## src/rtl/ssd_pkg.sv

```systemverilog
// Shared types and constants for the seven-segment scan scheduler.
// Optional feature macro used by the top: SSD_LZ_BLANK_EN (leading-zero blanking).
package ssd_pkg;

  // Digits per display frame.
  localparam int NIBBLES = 4;

  // Arbiter state: nobody owns the display, or A / B owns it.
  typedef enum logic [1:0] {
    IDLE  = 2'd0,
    OWN_A = 2'd1,
    OWN_B = 2'd2
  } state_t;

  // Requester identity, used to remember who was served last.
  typedef enum logic {
    REQ_ID_A = 1'b0,
    REQ_ID_B = 1'b1
  } req_id_t;

  // Pick the hex nibble for digit index sel (digit 0 is data[3:0]).
  function automatic logic [3:0] nibble_sel(input logic [15:0] data, input logic [1:0] sel);
    return data[{sel, 2'b00} +: 4];
  endfunction

endpackage

```

## src/rtl/ssd_scan_timer.sv

```systemverilog
// Digit-slot prescaler and scan counter: o_tick marks the last clock of a
// slot, o_frame_end marks the last clock of digit 3 (end of a frame).
module ssd_scan_timer #(
  parameter int DIV = 100000
) (
  input  logic       i_clk,
  input  logic       i_rst_n,
  output logic       o_tick,
  output logic       o_frame_end,
  output logic [1:0] o_scan_sel
);

  localparam int            PW   = (DIV > 1) ? $clog2(DIV) : 1;
  localparam logic [PW-1:0] LAST = PW'(DIV - 1);

  logic [PW-1:0] r_presc;
  logic [1:0]    r_sel;

  assign o_tick      = (r_presc == LAST);
  assign o_frame_end = o_tick && (r_sel == 2'd3);
  assign o_scan_sel  = r_sel;

  // Prescaler counts 0..DIV-1 and wraps.
  always_ff @(posedge i_clk or negedge i_rst_n) begin
    if (!i_rst_n) begin
      r_presc <= '0;
    end else if (o_tick) begin
      r_presc <= '0;
    end else begin
      r_presc <= r_presc + PW'(1);
    end
  end

  // Active digit advances once per slot, wrapping 3 -> 0.
  always_ff @(posedge i_clk or negedge i_rst_n) begin
    if (!i_rst_n) begin
      r_sel <= 2'd0;
    end else if (o_tick) begin
      r_sel <= r_sel + 2'd1;
    end
  end

endmodule

```

## src/rtl/ssd_scan_sched.sv

```systemverilog
// Two-requester seven-segment display scheduler: frame-granular arbitration
// with a minimum hold, per-frame data snapshot and registered scan outputs.
// Build option: define SSD_LZ_BLANK_EN to blank leading-zero digits.
module ssd_scan_sched
  import ssd_pkg::*;
#(
  parameter int DIV         = 100000,
  parameter int HOLD_FRAMES = 4
) (
  input  logic        clk,
  input  logic        rst_n,
  input  logic        req_a,
  input  logic        req_b,
  input  logic [15:0] data_a,
  input  logic [15:0] data_b,
  output logic        grant_a,
  output logic        grant_b,
  output logic [1:0]  scan_sel,
  output logic [3:0]  digit,
  output logic        blank,
  output state_t      dbg_state
);

  localparam logic [3:0] HOLD_LOAD = 4'(HOLD_FRAMES - 1);

  logic        w_tick;
  logic        w_frame_end;
  logic [1:0]  w_sel;

  state_t      r_state;
  logic [3:0]  r_hold;
  req_id_t     r_last;
  logic [15:0] r_snap;
  logic        r_grant_a;
  logic        r_grant_b;
  logic [3:0]  r_digit;
  logic        r_blank;

  state_t      w_state_nxt;
  logic [3:0]  w_hold_nxt;
  req_id_t     w_last_nxt;
  logic [15:0] w_snap_nxt;
  logic [1:0]  w_sel_nxt;
  logic [3:0]  w_digit_nxt;
  logic        w_blank_nxt;

  ssd_scan_timer #(.DIV(DIV)) u_timer (
    .i_clk       (clk),
    .i_rst_n     (rst_n),
    .o_tick      (w_tick),
    .o_frame_end (w_frame_end),
    .o_scan_sel  (w_sel)
  );

  // Both requesting: alternate away from whoever was served last.
  function automatic state_t arbitrate(input logic ra, input logic rb, input req_id_t last);
    if (ra && rb)  return (last == REQ_ID_B) ? OWN_A : OWN_B;
    else if (ra)   return OWN_A;
    else if (rb)   return OWN_B;
    else           return IDLE;
  endfunction

  // Next-state, hold, snapshot and last-served decisions; all change only at frame end.
  always_comb begin
    w_state_nxt = r_state;
    w_hold_nxt  = r_hold;
    w_last_nxt  = r_last;
    w_snap_nxt  = r_snap;
    if (w_frame_end) begin
      case (r_state)
        IDLE:    w_state_nxt = arbitrate(req_a, req_b, r_last);
        OWN_A: begin
          if (!req_a)                        w_state_nxt = arbitrate(1'b0, req_b, r_last);
          else if (r_hold == 4'd0 && req_b)  w_state_nxt = OWN_B;
          else                               w_state_nxt = OWN_A;
        end
        OWN_B: begin
          if (!req_b)                        w_state_nxt = arbitrate(req_a, 1'b0, r_last);
          else if (r_hold == 4'd0 && req_a)  w_state_nxt = OWN_A;
          else                               w_state_nxt = OWN_B;
        end
        default: w_state_nxt = IDLE;
      endcase
      // New owner (or an expired hold that is kept) reloads; otherwise count down.
      if (w_state_nxt == IDLE)                                w_hold_nxt = 4'd0;
      else if (w_state_nxt != r_state || r_hold == 4'd0)      w_hold_nxt = HOLD_LOAD;
      else                                                    w_hold_nxt = r_hold - 4'd1;
      // One consistent sample of the owner's data per frame.
      if (w_state_nxt == OWN_A) begin
        w_snap_nxt = data_a;
        w_last_nxt = REQ_ID_A;
      end else if (w_state_nxt == OWN_B) begin
        w_snap_nxt = data_b;
        w_last_nxt = REQ_ID_B;
      end
    end
  end

  // Digit value is looked up from the next snapshot and next scan index so it
  // changes on the same edge as scan_sel.
  assign w_sel_nxt   = w_tick ? (w_sel + 2'd1) : w_sel;
  assign w_digit_nxt = nibble_sel(w_snap_nxt, w_sel_nxt);

`ifdef SSD_LZ_BLANK_EN
  logic w_lz;

  // Digit k>=1 is dark when it and every higher nibble are zero.
  always_comb begin
    w_lz = 1'b0;
    case (w_sel_nxt)
      2'd1:    w_lz = (w_snap_nxt[15:4]  == 12'h000);
      2'd2:    w_lz = (w_snap_nxt[15:8]  == 8'h00);
      2'd3:    w_lz = (w_snap_nxt[15:12] == 4'h0);
      default: w_lz = 1'b0;
    endcase
  end

  assign w_blank_nxt = (w_state_nxt == IDLE) || w_lz;
`else
  assign w_blank_nxt = (w_state_nxt == IDLE);
`endif

  // Arbiter FSM and all registered outputs.
  always_ff @(posedge clk or negedge rst_n) begin
    if (!rst_n) begin
      r_state   <= IDLE;
      r_hold    <= 4'd0;
      r_last    <= REQ_ID_B;
      r_snap    <= 16'h0000;
      r_grant_a <= 1'b0;
      r_grant_b <= 1'b0;
      r_digit   <= 4'h0;
      r_blank   <= 1'b1;
    end else begin
      r_state   <= w_state_nxt;
      r_hold    <= w_hold_nxt;
      r_last    <= w_last_nxt;
      r_snap    <= w_snap_nxt;
      r_grant_a <= (w_state_nxt == OWN_A);
      r_grant_b <= (w_state_nxt == OWN_B);
      r_digit   <= w_digit_nxt;
      r_blank   <= w_blank_nxt;
    end
  end

  assign grant_a   = r_grant_a;
  assign grant_b   = r_grant_b;
  assign scan_sel  = w_sel;
  assign digit     = r_digit;
  assign blank     = r_blank;
  assign dbg_state = r_state;

endmodule

```

## config.mk

```make
export PLATFORM = sky130hd
export DESIGN_NAME = ssd_scan_sched
export DESIGN_NICKNAME = d
export VERILOG_FILES = /design/src/rtl/ssd_pkg.sv /design/src/rtl/ssd_scan_timer.sv /design/src/rtl/ssd_scan_sched.sv
export SDC_FILE = /design/constraint.sdc
export NUM_CORES = 1
export LEC_CHECK = 0
export BUFFER_PORTS_ARGS = -buffer_cell sky130_fd_sc_hd__buf_2
export CORE_ASPECT_RATIO = 2
export CORE_MARGIN = 2
export CORE_UTILIZATION = 59
export DETAILED_ROUTE_END_ITERATION = 10
export MAX_ROUTING_LAYER = met4
export PLACE_DENSITY = 0.95
export SLEW_MARGIN = 15
export SYNTH_ARGS = -nofsm -noshare
export SYNTH_HDL_FRONTEND = slang
export SYNTH_SLANG_ARGS = --single-unit
```

## constraint.sdc

```tcl
create_clock -name clk -period 6.5 [get_ports clk]
set_clock_uncertainty 0.15 [all_clocks]
set_input_delay 0.65 -clock clk [delete_from_list [all_inputs] [get_ports clk]]
set_output_delay 0.65 -clock clk [all_outputs]
set_load 0.02 [all_outputs]
```

After elaboration in Yosys (flattened, before gate mapping). Index checks and enable logic that the tools add are counted.

Input bits: 36. Register bits: 49.

$add $sub $neg: 3. Muxes and demuxes: 21. Shift operators: 1. Eq/ne operators: 9. Reductions and logical operators: 11.

Operators by type and width (number): two-way mux 16 bit (3); two-way mux 2 bit (11); adder 17 x 1 -> 17 bit, second input constant (1); equality test 17 bit, second input constant (1); two-way mux 17 bit (1); indexed part select 16 x 5 -> 4 bit (1); equality test 2 bit, second input constant (4); two-way mux 4 bit (2); equality test 2 x 1 -> 1 bit, second input constant (3); zero test 2 bit (3); case mux 2 bit (3 select lines) (1); logical AND 1 bit (4); zero test 4 bit (1); subtractor 4 x 1 -> 4 bit, second input constant (1); two-way mux 1 bit (3); adder 2 x 1 -> 2 bit, second input constant (1); inequality test 2 bit (1); AND reduction 2 bit (1); nonzero test 2 bit (1); logical OR 1 bit (1).

Longest topological paths before layout.
Word-level depth: 11. Gate-level depth with buffers: 16. Mapped depth without buffers: 14.

Modules after synthesis. From an unflattened synthesis, not the netlist that was laid out.

Cells, all modules: 254. Area, all modules: 2527.4 µm².

Modules (own cells, without submodules): ssd_scan_sched (cells an instance 171, instances 1, area each 1611.5 µm²); ssd_scan_timer (cells an instance 83, instances 1, area each 915.9 µm²).

Worst setup path after synthesis. No wires, ideal clock.

Kind: reg2reg. Start point: register r_hold[0]. End point: register r_digit[0], in the netlist digit[0]. Setup slack: 3.406 ns. Arrival: 2.823 ns. Required time: 6.229 ns. Clock period less this slack: 3.094 ns. Stages on the path, launching flop included: 15. Cells stage by stage: dfrtp_1 inv_1 ha_1 nor3b_1 mux2i_1 o31ai_1 a21o_1 ha_1 nor2b_1 clkbuf_1 clkbuf_1 a41o_1 a221o_1 o22ai_1 nor2_1.

Longest elaborated chain between the ends: 11. Elaborated cells between the ends (all ways): 15. Those cells by class: eq/ne: 2; shift: 1; mux: 9; reduce/logical: 3.

RTL lines: from (decl) (line ssd_scan_sched.sv:31) `logic [3:0] r_hold;`; from (signal assigned) (line ssd_scan_sched.sv:136) `r_hold <= w_hold_nxt;`; zero test 4 bit * (line ssd_scan_sched.sv:74, ssd_scan_sched.sv:79); logical AND 1 bit (on tied branches) (line ssd_scan_sched.sv:79, ssd_scan_sched.sv:74); two-way mux 2 bit (on tied branches) (line ssd_scan_sched.sv:79, ssd_scan_sched.sv:74); two-way mux 2 bit (on tied branches) (line ssd_scan_sched.sv:78, ssd_scan_sched.sv:73); case mux 2 bit (3 select lines) * (line ssd_scan_sched.sv:70) `case (r_state)`; two-way mux 2 bit * (line ssd_scan_sched.sv:69) `if (w_frame_end) begin`; equality test 2 bit (line ssd_scan_sched.sv:92) `end else if (w_state_nxt == OWN_B) begin`; two-way mux 16 bit (line ssd_scan_sched.sv:92); two-way mux 16 bit * (line ssd_scan_sched.sv:89) `if (w_state_nxt == OWN_A) begin`; two-way mux 16 bit * (line ssd_scan_sched.sv:69); via w_snap_nxt[8] (line ssd_scan_sched.sv:42) `logic [15:0] w_snap_nxt;`; indexed part select 16 x 5 -> 4 bit * (line ssd_pkg.sv:23) `return data[{sel, 2'b00} +: 4];`; via w_digit_nxt[0] (line ssd_scan_sched.sv:44) `logic [3:0] w_digit_nxt;`; to (signal assigned) (line ssd_scan_sched.sv:141) `r_digit <= w_digit_nxt;`; to (decl) (line ssd_scan_sched.sv:36) `logic [3:0] r_digit;`.

Mark *: on every way through the listed nets, which the timed path passes. The rest lies on a longest branch. The select of a mux whose other input is x is not followed. A chain may end at the register's enable or synchronous reset.

Worst setup path after layout.
Start point: register r_hold[0]. End point: register r_digit[1], in the netlist digit[1].

The elaborated chain is that of the path after synthesis.

==> results by group <==
Placement
  • IO buf count: 46
  • Estimated wirelength of the detail-placed design: 4175 um
  • Post-placement cell area: 2770 um^2
  • Routability cong.: 0.8358

Setup path
  • Worst reg-to-reg path cell count: 13
  • Kind of end point of the critical path: register
  • Critical path launch point type: register
  • End of the worst register-to-register path: digit[1]
  • Data required time of the worst path: about 6600 ps
  • Startpoint of the worst register-to-register path: r_hold[0]
  • Critical path start-end classification: register to register
  • Maximum net fanout on the critical path: 16
  • Setup slack of the most critical reg-to-reg path: 2790 ps
  • Source of the critical timing path: r_hold[0]
  • CP Data Arrival Time: 3760 ps

Power
  • Internal Power: around 0.4 mW
  • Share of total power consumed by net switching: about a fifth
  • Leakage component of the power: 1.580 nW
  • Switching pwr: 0.1082 mW
  • Clock power share: 37.5%
  • Power per Cell Area: between 150 and 200 nW/um^2
  • Maximum vdd ir drop: 0.0002039 V
  • Flop pwr share: 58.9%
  • Combinational share of power: 3.6%

GRT
  • Number of antenna violations at the first check in global routing: 0
  • Total global routing overflow: 0
  • Vias in the first global route: roughly 2100
  • Pin count of the biggest net entering global routing: 50
  • Global-route usage over all layers: 25.98%
  • Wire length of the first global-routing pass: 9535 um

Timing
  • RSZ-0062 raised after global routing: no
  • Total count of max-transition violations in the final report: 0
  • Number of setup violations in the final report: 0
  • Final hold violation count: 0
  • Upper clock frequency limit: 0.2695 GHz
  • Final period util: 57.08%
  • Final critical delay including setup and external delays: 3710 ps
  • Aggregate negative setup slack: 0 ps
  • Slew of the pin with the lowest slew margin: 1098 ps
  • Max_slew headroom: 26.63%

Detailed routing
  • DRC violation count after routing: 0
  • Starting DRC count in detailed routing: 66
  • Detailed-routing iteration count for the pre-antenna-repair pass: 4
  • Vias per cell: 6.325
  • Via count: 2119
  • Average wire length per cell after detail routing: roughly 18 um
  • DRT antenna net count: 0
  • Wirelength, routed: 5871 um

Yosys
  • Mean Syn Cell Area: 10.48 um^2
  • Cell type contributing the most total cell area after synthesis: dfrtp_1
  • Number of register bits inferred by synthesis: between 40 and 50
  • Ys async rst share: 100.0%
  • Main area contributors after synthesis: dfrtp_1 (46%), a221o_1 (5.9%), a41o_1 (5.9%)
  • Yosys synthesis warning count: 0
  • Most used DFF post-synth: dfrtp_1
  • Synth top area share: 46.19%
  • Synth top cells by count: dfrtp_1 (47), nand2_1 (17), nor2_1 (17), and2_1 (16)
  • Number of unique standard cell types used by synthesis: 38
  • Most instantiated library cell after synthesis: dfrtp_1
  • Post-Syn Area: 2546 um^2
  • Number of synthesized flops with an enable pin: 0
  • Gate count after technology mapping: 243
  • Syn nets: 286
  • Sequential-to-total area share from yosys stat: 48.26%

Final layout
  • ANT cells: 0
  • Relative area change from synthesis to final layout: 12.87%
  • Fraction of final layout cells with drive strength greater than 1: 20.85%
  • Finished Core Util: 69.61%
  • Area of all placed cells without fillers: roughly 2900 um^2
  • Layout Nets: 325

Floorplan
  • Chip Width: 50.45 um
  • Die Y: 96.91 um
  • Effective utilization at floorplan: between 60 and 70%
  • Area enclosed by the die boundary: roughly 5000 um^2
  • Area of the core: 4129 um^2
  • Row Count: 33
  • Num ports: 47

Clock tree
  • Post CTS Setup Buffer Count: 0
  • Clock Pin Slew Worst Setup and Hold Paths: 100 ps
  • Clock tree sinks: 49
  • CTS max path bufs: 2
  • Clock tree from TritonCTS: yes
  • Resized Gates After CTS: 0
  • Cell at the root of the clock tree: clkbuf_8
  • Number of buffers added by the clock tree synthesis step: 5
  • Post-cts hold buffer count: 0
  • Source-to-sink clock delay at the later pin of the worst-skew pair: 300 ps
  • H-tree depth: 2

Run
  • Max-cap violations: 0

Hold path
  • Min-Delay Path Class: input pin to asynchronous set/reset pin

Outcome
  • Status: complete, no violations
## cell type report
class                           instances  area, um^2
Timing Repair Buffer                   47       240.2
Tap cell                               52       65.06
Clock buffer                            7       96.34
Inverter                                9       33.78
Fill cell                             321        1255
Multi-Input combinational cell        170        1205
Clock inverter                          1       5.005
Sequential cell                        49        1229
## layer usage
layer | wire length (um) | GRT usage, % | up-vias | share of wire (%)
met5 | 0 | - | - | 0
met4 | 309 | 14.97 | 0 | 5.3
met3 | 257 | 4.475 | 28 | 4.4
met1 | 2202 | 28.88 | 1031 | 38
met2 | 3102 | 42.61 | 90 | 53
li1 | - | - | 970 | -
## through the flow
step	std cells	hold WS [ps]	setup WS (ps)	power [mW]
2_1_floorplan	243	204.4	3406	0.3109
3_3_place_gp	327	313.8	3002	0.3292
3_5_place_dp	327	320.8	2917	0.3293
4_1_cts	335	332.6	2890	0.5198
5_1_grt	335	242.8	2459	0.5340
6_report	335	197.7	2790	0.5168
## state kept, by name, summed over array words and instances (netlist names)
| signal | flops |
|---|---|
| grant_b | 1 |
| digit | 4 |
| r_hold | 4 |
| u_timer.o_scan_sel | 2 |
| blank | 1 |
| dbg_state | 2 |
| r_snap | 16 |
| u_timer.r_presc | 17 |
| r_last | 1 |
| grant_a | 1 |
## power by group through the flow
stage	registers [mW]	logic, mW	clock network [mW]
after detailed placement	0.311	0.0187	0
after floorplan	0.311	0.000229	0
final	0.305	0.0184	0.194
after CTS	0.305	0.0187	0.197
after global placement	0.311	0.0185	0
after global routing	0.305	0.0202	0.209
## critical path, stage by stage (launching register included)
cell,delay [ps]
dfrtp_1,420
inv_1,90
ha_1,140
nor3b_1,410
mux2i_1,230
nand2_1,60
a21o_1,220
inv_1,60
ha_1,170
nor2b_1,870
a41o_1,290
a221o_1,140
o22ai_1,100
nor3_1,260
## logic make-up after synthesis
logic type	synth area share (%)
compound gates	18.87
xor+xnor	5.160
fa+ha+maj	3.440
buf+inv	4.766
flops	48.26
mux	1.179
simple gates	18.33
## cells in the final DEF, fill, tap and decap left out, drive strengths merged, types with 2 or more instances in the layout
| cell type | count |
|---|---|
| nor3 | 4 |
| a211oi | 2 |
| nand2 | 18 |
| o21ai | 8 |
| a41o | 15 |
| inv | 9 |
| dfstp | 2 |
| and3 | 3 |
| or4b | 2 |
| a221o | 15 |
| or3 | 2 |
| buf | 47 |
| xnor2 | 8 |
| o31ai | 2 |
| nor2b | 4 |
| nand2b | 2 |
| and2 | 16 |
| nor3b | 3 |
| nor2 | 17 |
| mux2i | 3 |
| clkbuf | 7 |
| ha | 7 |
| nand4 | 3 |
| dfrtp | 47 |
| xor2 | 7 |
| nand3 | 8 |
| o22ai | 8 |
| a21oi | 3 |
| a21o | 5 |
## worst max path at each step
stage                     to  depth (start not counted)
global route        digit[1]                         13
detailed placement  digit[1]                         13
floorplan           digit[0]                         14
finish              digit[1]                         13
global placement    digit[1]                         13
CTS                 digit[1]                         13
(Power assumes the default switching activity.)
